**src/rtl/cache_ctrl_if.sv**
```systemverilog
// ============================================================================
// Module      : cache_ctrl_if
// Description : CPU-side and backing-memory-side bus bundle for cache_ctrl.
// Revision    : 1.0 - initial release
// ============================================================================
`default_nettype none

interface cache_ctrl_if #(
  parameter int DATA_WIDTH    = 32,
  parameter int ADDRESS_WIDTH = 32
);

  logic                     cpu_req;
  logic                     cpu_we;
  logic [ADDRESS_WIDTH-1:0] cpu_addr;
  logic [DATA_WIDTH-1:0]    cpu_wdata;
  logic [DATA_WIDTH-1:0]    cpu_rdata;
  logic                     stall;

  logic                     mem_req;
  logic                     mem_we;
  logic [ADDRESS_WIDTH-1:0] mem_addr;
  logic [DATA_WIDTH-1:0]    mem_wdata;
  logic [DATA_WIDTH-1:0]    mem_rdata;
  logic                     mem_ack;

  // Cache controller view
  modport slave (
    input  cpu_req, cpu_we, cpu_addr, cpu_wdata, mem_rdata, mem_ack,
    output cpu_rdata, stall, mem_req, mem_we, mem_addr, mem_wdata
  );

  // Environment view: CPU driver plus backing memory
  modport master (
    output cpu_req, cpu_we, cpu_addr, cpu_wdata, mem_rdata, mem_ack,
    input  cpu_rdata, stall, mem_req, mem_we, mem_addr, mem_wdata
  );

endinterface

`default_nettype wire

```
**src/rtl/cache_ctrl.sv**
```systemverilog
// ============================================================================
// Module      : cache_ctrl
// Description : Direct-mapped, one-word-per-line, write-through /
//               no-write-allocate cache controller with 0-cycle read hits.
//               Optional hit/miss counters: define CACHE_CTRL_STATS_EN.
// Revision    : 1.0 - initial release
// ============================================================================
`default_nettype none

module cache_ctrl #(
  parameter int DATA_WIDTH    = 32,
  parameter int ADDRESS_WIDTH = 32,
  parameter int SETS          = 8
) (
  input  logic         clk,
  input  logic         rst,
  cache_ctrl_if.slave  bus
`ifdef CACHE_CTRL_STATS_EN
  ,
  output logic [15:0]  hit_count,
  output logic [15:0]  miss_count
`endif
);

  localparam int c_IDX_W = $clog2(SETS);
  localparam int c_TAG_W = ADDRESS_WIDTH - c_IDX_W - 2;

  localparam logic [1:0] c_IDLE    = 2'd0;
  localparam logic [1:0] c_RD_MISS = 2'd1;
  localparam logic [1:0] c_FILL    = 2'd2;
  localparam logic [1:0] c_WR_THRU = 2'd3;

  logic [1:0]               r_state;
  logic [SETS-1:0]          r_valid;
  logic [c_TAG_W-1:0]       r_tag  [SETS];
  logic [DATA_WIDTH-1:0]    r_data [SETS];
  logic [ADDRESS_WIDTH-1:0] r_addr;
  logic [DATA_WIDTH-1:0]    r_wdata;

  logic [c_IDX_W-1:0]       w_idx;
  logic [c_TAG_W-1:0]       w_tag;
  logic                     w_hit;
  logic [c_IDX_W-1:0]       w_lidx;
  logic [c_TAG_W-1:0]       w_ltag;
  logic                     w_lhit;
  logic                     w_stall;
  logic [DATA_WIDTH-1:0]    w_rdata;
  logic                     w_unused_ok;

  // Byte offset within a word never selects anything
  assign w_unused_ok = ^bus.cpu_addr[1:0];

  assign w_idx  = bus.cpu_addr[c_IDX_W+1:2];
  assign w_tag  = bus.cpu_addr[ADDRESS_WIDTH-1:c_IDX_W+2];
  assign w_hit  = r_valid[w_idx] & (r_tag[w_idx] == w_tag);

  // Lookup on the latched address, used while the memory access is in flight
  assign w_lidx = r_addr[c_IDX_W+1:2];
  assign w_ltag = r_addr[ADDRESS_WIDTH-1:c_IDX_W+2];
  assign w_lhit = r_valid[w_lidx] & (r_tag[w_lidx] == w_ltag);

  always_ff @(posedge clk) begin
    if (rst) begin
      r_state <= c_IDLE;
      r_valid <= '0;
      r_addr  <= '0;
      r_wdata <= '0;
    end else begin
      case (r_state)
        c_IDLE: begin
          if (bus.cpu_req) begin
            if (bus.cpu_we) begin
              r_addr  <= {bus.cpu_addr[ADDRESS_WIDTH-1:2], 2'b00};
              r_wdata <= bus.cpu_wdata;
              r_state <= c_WR_THRU;
            end else if (!w_hit) begin
              r_addr  <= {bus.cpu_addr[ADDRESS_WIDTH-1:2], 2'b00};
              r_state <= c_RD_MISS;
            end
          end
        end
        c_RD_MISS: begin
          if (bus.mem_ack) begin
            r_valid[w_lidx] <= 1'b1;
            r_state         <= c_FILL;
          end
        end
        c_FILL: begin
          r_state <= c_IDLE;
        end
        c_WR_THRU: begin
          if (bus.mem_ack) begin
            r_state <= c_IDLE;
          end
        end
        default: begin
          r_state <= c_IDLE;
        end
      endcase
    end
  end

  // Tag/data storage carries no reset; validity alone qualifies it
  always_ff @(posedge clk) begin
    if (!rst && bus.mem_ack) begin
      if (r_state == c_RD_MISS) begin
        r_tag[w_lidx]  <= w_ltag;
        r_data[w_lidx] <= bus.mem_rdata;
      end else if (r_state == c_WR_THRU && w_lhit) begin
        r_data[w_lidx] <= r_wdata;
      end
    end
  end

  always_comb begin
    w_stall = 1'b0;
    w_rdata = '0;
    case (r_state)
      c_IDLE: begin
        w_stall = bus.cpu_req & (bus.cpu_we | ~w_hit);
        if (bus.cpu_req && !bus.cpu_we && w_hit) begin
          w_rdata = r_data[w_idx];
        end
      end
      c_RD_MISS: begin
        w_stall = 1'b1;
      end
      c_FILL: begin
        w_rdata = r_data[w_lidx];
      end
      c_WR_THRU: begin
        w_stall = ~bus.mem_ack;
      end
      default: begin
        w_stall = 1'b0;
      end
    endcase
  end

  assign bus.stall     = w_stall;
  assign bus.cpu_rdata = w_rdata;
  assign bus.mem_req   = (r_state == c_RD_MISS) | (r_state == c_WR_THRU);
  assign bus.mem_we    = (r_state == c_WR_THRU);
  assign bus.mem_addr  = r_addr;
  assign bus.mem_wdata = r_wdata;

`ifdef CACHE_CTRL_STATS_EN
  logic [15:0] r_hit_count;
  logic [15:0] r_miss_count;

  // Every access is classified once, on the IDLE cycle that accepts it
  always_ff @(posedge clk) begin
    if (rst) begin
      r_hit_count  <= '0;
      r_miss_count <= '0;
    end else if (r_state == c_IDLE && bus.cpu_req) begin
      if (w_hit) begin
        if (r_hit_count != 16'hFFFF) begin
          r_hit_count <= r_hit_count + 16'd1;
        end
      end else begin
        if (r_miss_count != 16'hFFFF) begin
          r_miss_count <= r_miss_count + 16'd1;
        end
      end
    end
  end

  assign hit_count  = r_hit_count;
  assign miss_count = r_miss_count;
`endif

endmodule

`default_nettype wire

```
**src/flat_wrapper.sv**
```systemverilog
// flat-port wrapper written by rule: the top's interface ports become plain ports
module cache_ctrl_flat 
#(
  parameter int DATA_WIDTH    = 32,
  parameter int ADDRESS_WIDTH = 32,
  parameter int SETS          = 8
)
  (clk, rst, bus_cpu_req, bus_cpu_we, bus_cpu_addr, bus_cpu_wdata, bus_mem_rdata, bus_mem_ack, bus_cpu_rdata, bus_stall, bus_mem_req, bus_mem_we, bus_mem_addr, bus_mem_wdata);
  cache_ctrl_if #(.DATA_WIDTH(DATA_WIDTH), .ADDRESS_WIDTH(ADDRESS_WIDTH)) bus_i ();
  input  logic clk;
  input  logic rst;
  input wire logic [$bits(bus_i.cpu_req)-1:0] bus_cpu_req;
  input wire logic [$bits(bus_i.cpu_we)-1:0] bus_cpu_we;
  input wire logic [$bits(bus_i.cpu_addr)-1:0] bus_cpu_addr;
  input wire logic [$bits(bus_i.cpu_wdata)-1:0] bus_cpu_wdata;
  input wire logic [$bits(bus_i.mem_rdata)-1:0] bus_mem_rdata;
  input wire logic [$bits(bus_i.mem_ack)-1:0] bus_mem_ack;
  output wire logic [$bits(bus_i.cpu_rdata)-1:0] bus_cpu_rdata;
  output wire logic [$bits(bus_i.stall)-1:0] bus_stall;
  output wire logic [$bits(bus_i.mem_req)-1:0] bus_mem_req;
  output wire logic [$bits(bus_i.mem_we)-1:0] bus_mem_we;
  output wire logic [$bits(bus_i.mem_addr)-1:0] bus_mem_addr;
  output wire logic [$bits(bus_i.mem_wdata)-1:0] bus_mem_wdata;
  assign bus_i.cpu_req = bus_cpu_req;
  assign bus_i.cpu_we = bus_cpu_we;
  assign bus_i.cpu_addr = bus_cpu_addr;
  assign bus_i.cpu_wdata = bus_cpu_wdata;
  assign bus_i.mem_rdata = bus_mem_rdata;
  assign bus_i.mem_ack = bus_mem_ack;
  assign bus_cpu_rdata = bus_i.cpu_rdata;
  assign bus_stall = bus_i.stall;
  assign bus_mem_req = bus_i.mem_req;
  assign bus_mem_we = bus_i.mem_we;
  assign bus_mem_addr = bus_i.mem_addr;
  assign bus_mem_wdata = bus_i.mem_wdata;
  cache_ctrl #(.DATA_WIDTH(DATA_WIDTH), .ADDRESS_WIDTH(ADDRESS_WIDTH), .SETS(SETS)) u_core (.clk(clk), .rst(rst), .bus(bus_i));
endmodule
```
**config.mk**
```make
export PLATFORM = sky130hd
export DESIGN_NAME = cache_ctrl_flat
export DESIGN_NICKNAME = d
export VERILOG_FILES = /design/src/rtl/cache_ctrl_if.sv /design/src/rtl/cache_ctrl.sv /design/src/flat_wrapper.sv
export SDC_FILE = /design/constraint.sdc
export NUM_CORES = 1
export LEC_CHECK = 0
export BUFFER_PORTS_ARGS = -buffer_cell sky130_fd_sc_hd__buf_4
export CAP_MARGIN = 20
export CORE_MARGIN = 2
export CORE_UTILIZATION = 40
export DETAILED_ROUTE_END_ITERATION = 16
export GPL_TIMING_DRIVEN = 0
export PLACE_DENSITY_LB_ADDON = 0.1
export SLEW_MARGIN = 20
export SYNTH_ARGS = -nofsm -noshare
export SYNTH_HDL_FRONTEND = slang
export SYNTH_SLANG_ARGS = --single-unit
```
**constraint.sdc**
```tcl
create_clock -name clk -period 6.4 [get_ports clk]
set_input_delay 0 -clock clk [delete_from_list [all_inputs] [get_ports clk]]
set_output_delay 0 -clock clk [all_outputs]
set_load 0.05 [all_outputs]
```
==> results.py <==
metrics = {
    "status": {
        "status": "completed",
    },
    "detailed_routing": {
        "first_iter_violations": 1581,
        "wire_per_inst_microns": 28.5,
        "wirelength_mm": 79.6,
        "via_per_inst": 5.76,
        "drtAntennaViolNets": 0,
        "drc": 0,
        "firstDrtPassIters": 5,
        "vias": 16100,
    },
    "cts": {
        "cts.sinks": 547,
        "cts_max_level": 2,
        "root_buffer": "clkbuf_16",
        "numCtsBuffers": 60,
        "clk_pin_slew_ns": 0.06,
        "cts_tree": "done",
        "cts_buffer_depth": 3,
        "insertion_delay_ns": 0.63,
    },
    "critical_path": {
        "crit_arrival_ns": 6.08,
        "crit_type": "flop to flop",
        "worst_ep_required_time_ns": 6.73,
        "crit_fanout": 10,
        "cp-start-kind": "flop",
        "crit_path_end_kind": "flop",
    },
    "floorplan": {
        "coreArea_sq_um": 63300,
        "initial_utilization_pct": 40.6,
        "io_pins": 200,
        "die_area_sq_um": 66300,
        "die_width_microns": 257,
        "die_h_microns": 257,
        "fp-row-count": 92,
    },
    "synth": {
        "synth_ff_type": "edfxtp_1",
        "synth_cells": 1514,
        "ys_ff_latch": 547,
        "synth_top_area_share_pct": 55.1,
        "synth-edff-count": 472,
        "synth.largest_area_cell": "edfxtp_1",
        "yosysSeqAreaShare_pct": 61.0,
        "synth_most_common_cell": "edfxtp_1",
        "syn-cell-area_sq_um": 25700,
        "synthArstFlopShare_pct": 0,
        "synth_commonest_cells": "472 x edfxtp_1, 213 x mux4_2, 118 x mux2i_1, 117 x nand2_1, 75 x dfxtp_1",
        "syn_area_per_cell_sq_um": 17.0,
        "synth_cell_type_count": 50,
        "ys.warnings.count": 0,
        "synth_area_leaders": "edfxtp_1 55%, mux4_2 19%, dfxtp_1 5.8%, mux2i_1 4.6%, mux2_2 3.1%",
    },
    "pwr": {
        "p_leak_nw": 10.7,
        "powerDensity_nw_per_um2": 267,
        "ir_drop_v": 0.000215,
        "power_mw": 8.51,
    },
    "sta": {
        "tns_ns": 0,
        "worst_slack_ns": 0.654,
        "fin_worst_skew_ns": 0.0267,
        "setup_violations": 0,
        "slew_violations": 0,
        "hold_viol": 0,
        "fin_crit_ns": 5.75,
        "rsz0062_at_grt": "no",
        "tightest_slew_ns": 1.07,
        "finalCritPeriodShare_pct": 89.8,
        "max_freq_mhz": 174,
        "slew_headroom_pct": 28.8,
    },
    "place": {
        "gp_congestion": 0.821,
        "port_buffers": 192,
        "hpwl_mm": 53.1,
        "placedCellCount": 2590,
        "post-place-ws_ns": 0.112,
    },
    "global_routing": {
        "grt_max_degree": 17,
        "antenna_found_initial": 0,
        "grt_overflow": 0,
        "grt_pass1_wl_mm": 115,
        "grt_pass1_vias": 16557,
        "grt.total_usage_pct": 23.9,
    },
    "layout": {
        "fillers": 5296,
        "fin_util_pct": 50.4,
        "antenna_cells": 0,
        "drive_above_1_share_pct": 37.7,
        "final-instance-count-excl-fill": 2797,
        "layout.nets": 2002,
        "area_growth_pct": 24.0,
    },
    "worst_hold_path": {
        "hold_class": "input pin to flop",
    },
    "job": {
        "cap_violations": 0,
    },
}
[area by class of cell]
class | instances | area (sq um) | share of cell area, %
flip-flops and latches | 547 | 15700 | 49.2
multi-input cells | 841 | 9570 | 30.0
repair buffers | 324 | 2950 | 9.26
clock buffers | 78 | 1680 | 5.27
well taps | 846 | 1060 | 3.32
inverters | 11 | 41.3 | 0.130
plain buffers | 116 | 553 | 1.73
clock inverters | 34 | 349 | 1.09
[report_power, final]
| part | internal, mW | switching, mW |
|---|---|---|
| logic | 0.413 | 0.570 |
| clock network | 2.12 | 1.44 |
| registers | 3.91 | 0.0564 |
| total | 6.45 | 2.07 |
[final timing paths]
path / cells past startpoint / end / slack, ns / from
setup / recovery: 13 / u_core.r_data[1][30] / 0.65 / flop
setup reg to reg: 13 / u_core.r_data[1][30] / 0.65 / flop
hold / removal: 5 / u_core.bus.mem_wdata[15] / 0.07 / bus_cpu_we
hold reg to reg: 2 / u_core.bus.mem_wdata[12] / 0.47 / u_core.bus.mem_wdata[12]
[per-stage QoR]
step | hold WS (ns) | area, sq um
floorplan | 0.136 | 25700
global placement | 0.249 | 28200
detailed placement | 0.260 | 28900
CTS | 0.0329 | 31800
global route | 0.0621 | 31900
finish | 0.0685 | 31900
[worst max-delay path, cell delays in order (launching register included)]
cell and delay (ns):
dfxtp_1 0.30, clkbuf_1 0.56, clkdlybuf4s15_1 0.78, mux4_2 0.41
mux2i_1 0.23, xnor2_1 0.15, nor4_1 0.52, nand4_1 0.29
nor4_4 0.35, buf_2 0.42, nor2_1 0.20, nor3_2 0.66
buf_4 0.34, buf_4 0.22
[layer usage]
layer  wire length, microns  vias up  global-route usage (%)
li1                       -     6911                       -
met1                  33900     8456                    33.4
met2                  38100      621                    38.8
met3                   5520      112                    3.90
met4                   2040        0                    6.65
met5                      0        -                       0
[registers in the layout (all words and copies together) (netlist names), named ones only]
name and count:
u_core.r_data 256, u_core.bus.mem_wdata 32, u_core.r_state 2, u_core.r_valid 8, u_core.bus.mem_addr 30, u_core.r_tag 216
[kinds of logic (layout without fill, tap and decap cells)]
group / count (synthesis) / count (layout) / share of synthesized area, %
mux: 401 / 401 / 26.3
compound gates: 174 / 174 / 4.85
other cells: 1 / 2 / 0.0146
flops: 547 / 547 / 61.0
simple gates: 215 / 215 / 3.90
buf+inv: 127 / 563 / 2.25
xor+xnor: 49 / 49 / 1.67
[timing repair]
item,4_1_cts,5_1_grt
endpoints found under the setup margin,0,19
setup buffers,0,2
hold buffers,92,0
gates resized for setup,0,5
hold endpoints to repair,317,0
[cell usage in the layout (no fill, tap or decap), types with 10 or more instances in the layout]
cell	instances
clkinv_2	13
dfxtp_1	75
a21bo_2	30
o22ai_1	13
clkbuf_1	68
buf_6	15
nor2_4	12
xor2_1	31
mux2i_1	118
edfxtp_1	472
dlygate4sd3_1	92
clkinv_1	10
o21ai_2	30
nand2_1	117
clkbuf_16	61
mux2_2	70
a21oi_1	66
buf_4	212
inv_1	11
xnor2_1	18
buf_2	28
mux4_2	213
nand3_1	31
Note: power is estimated with default switching activity, not from simulation.
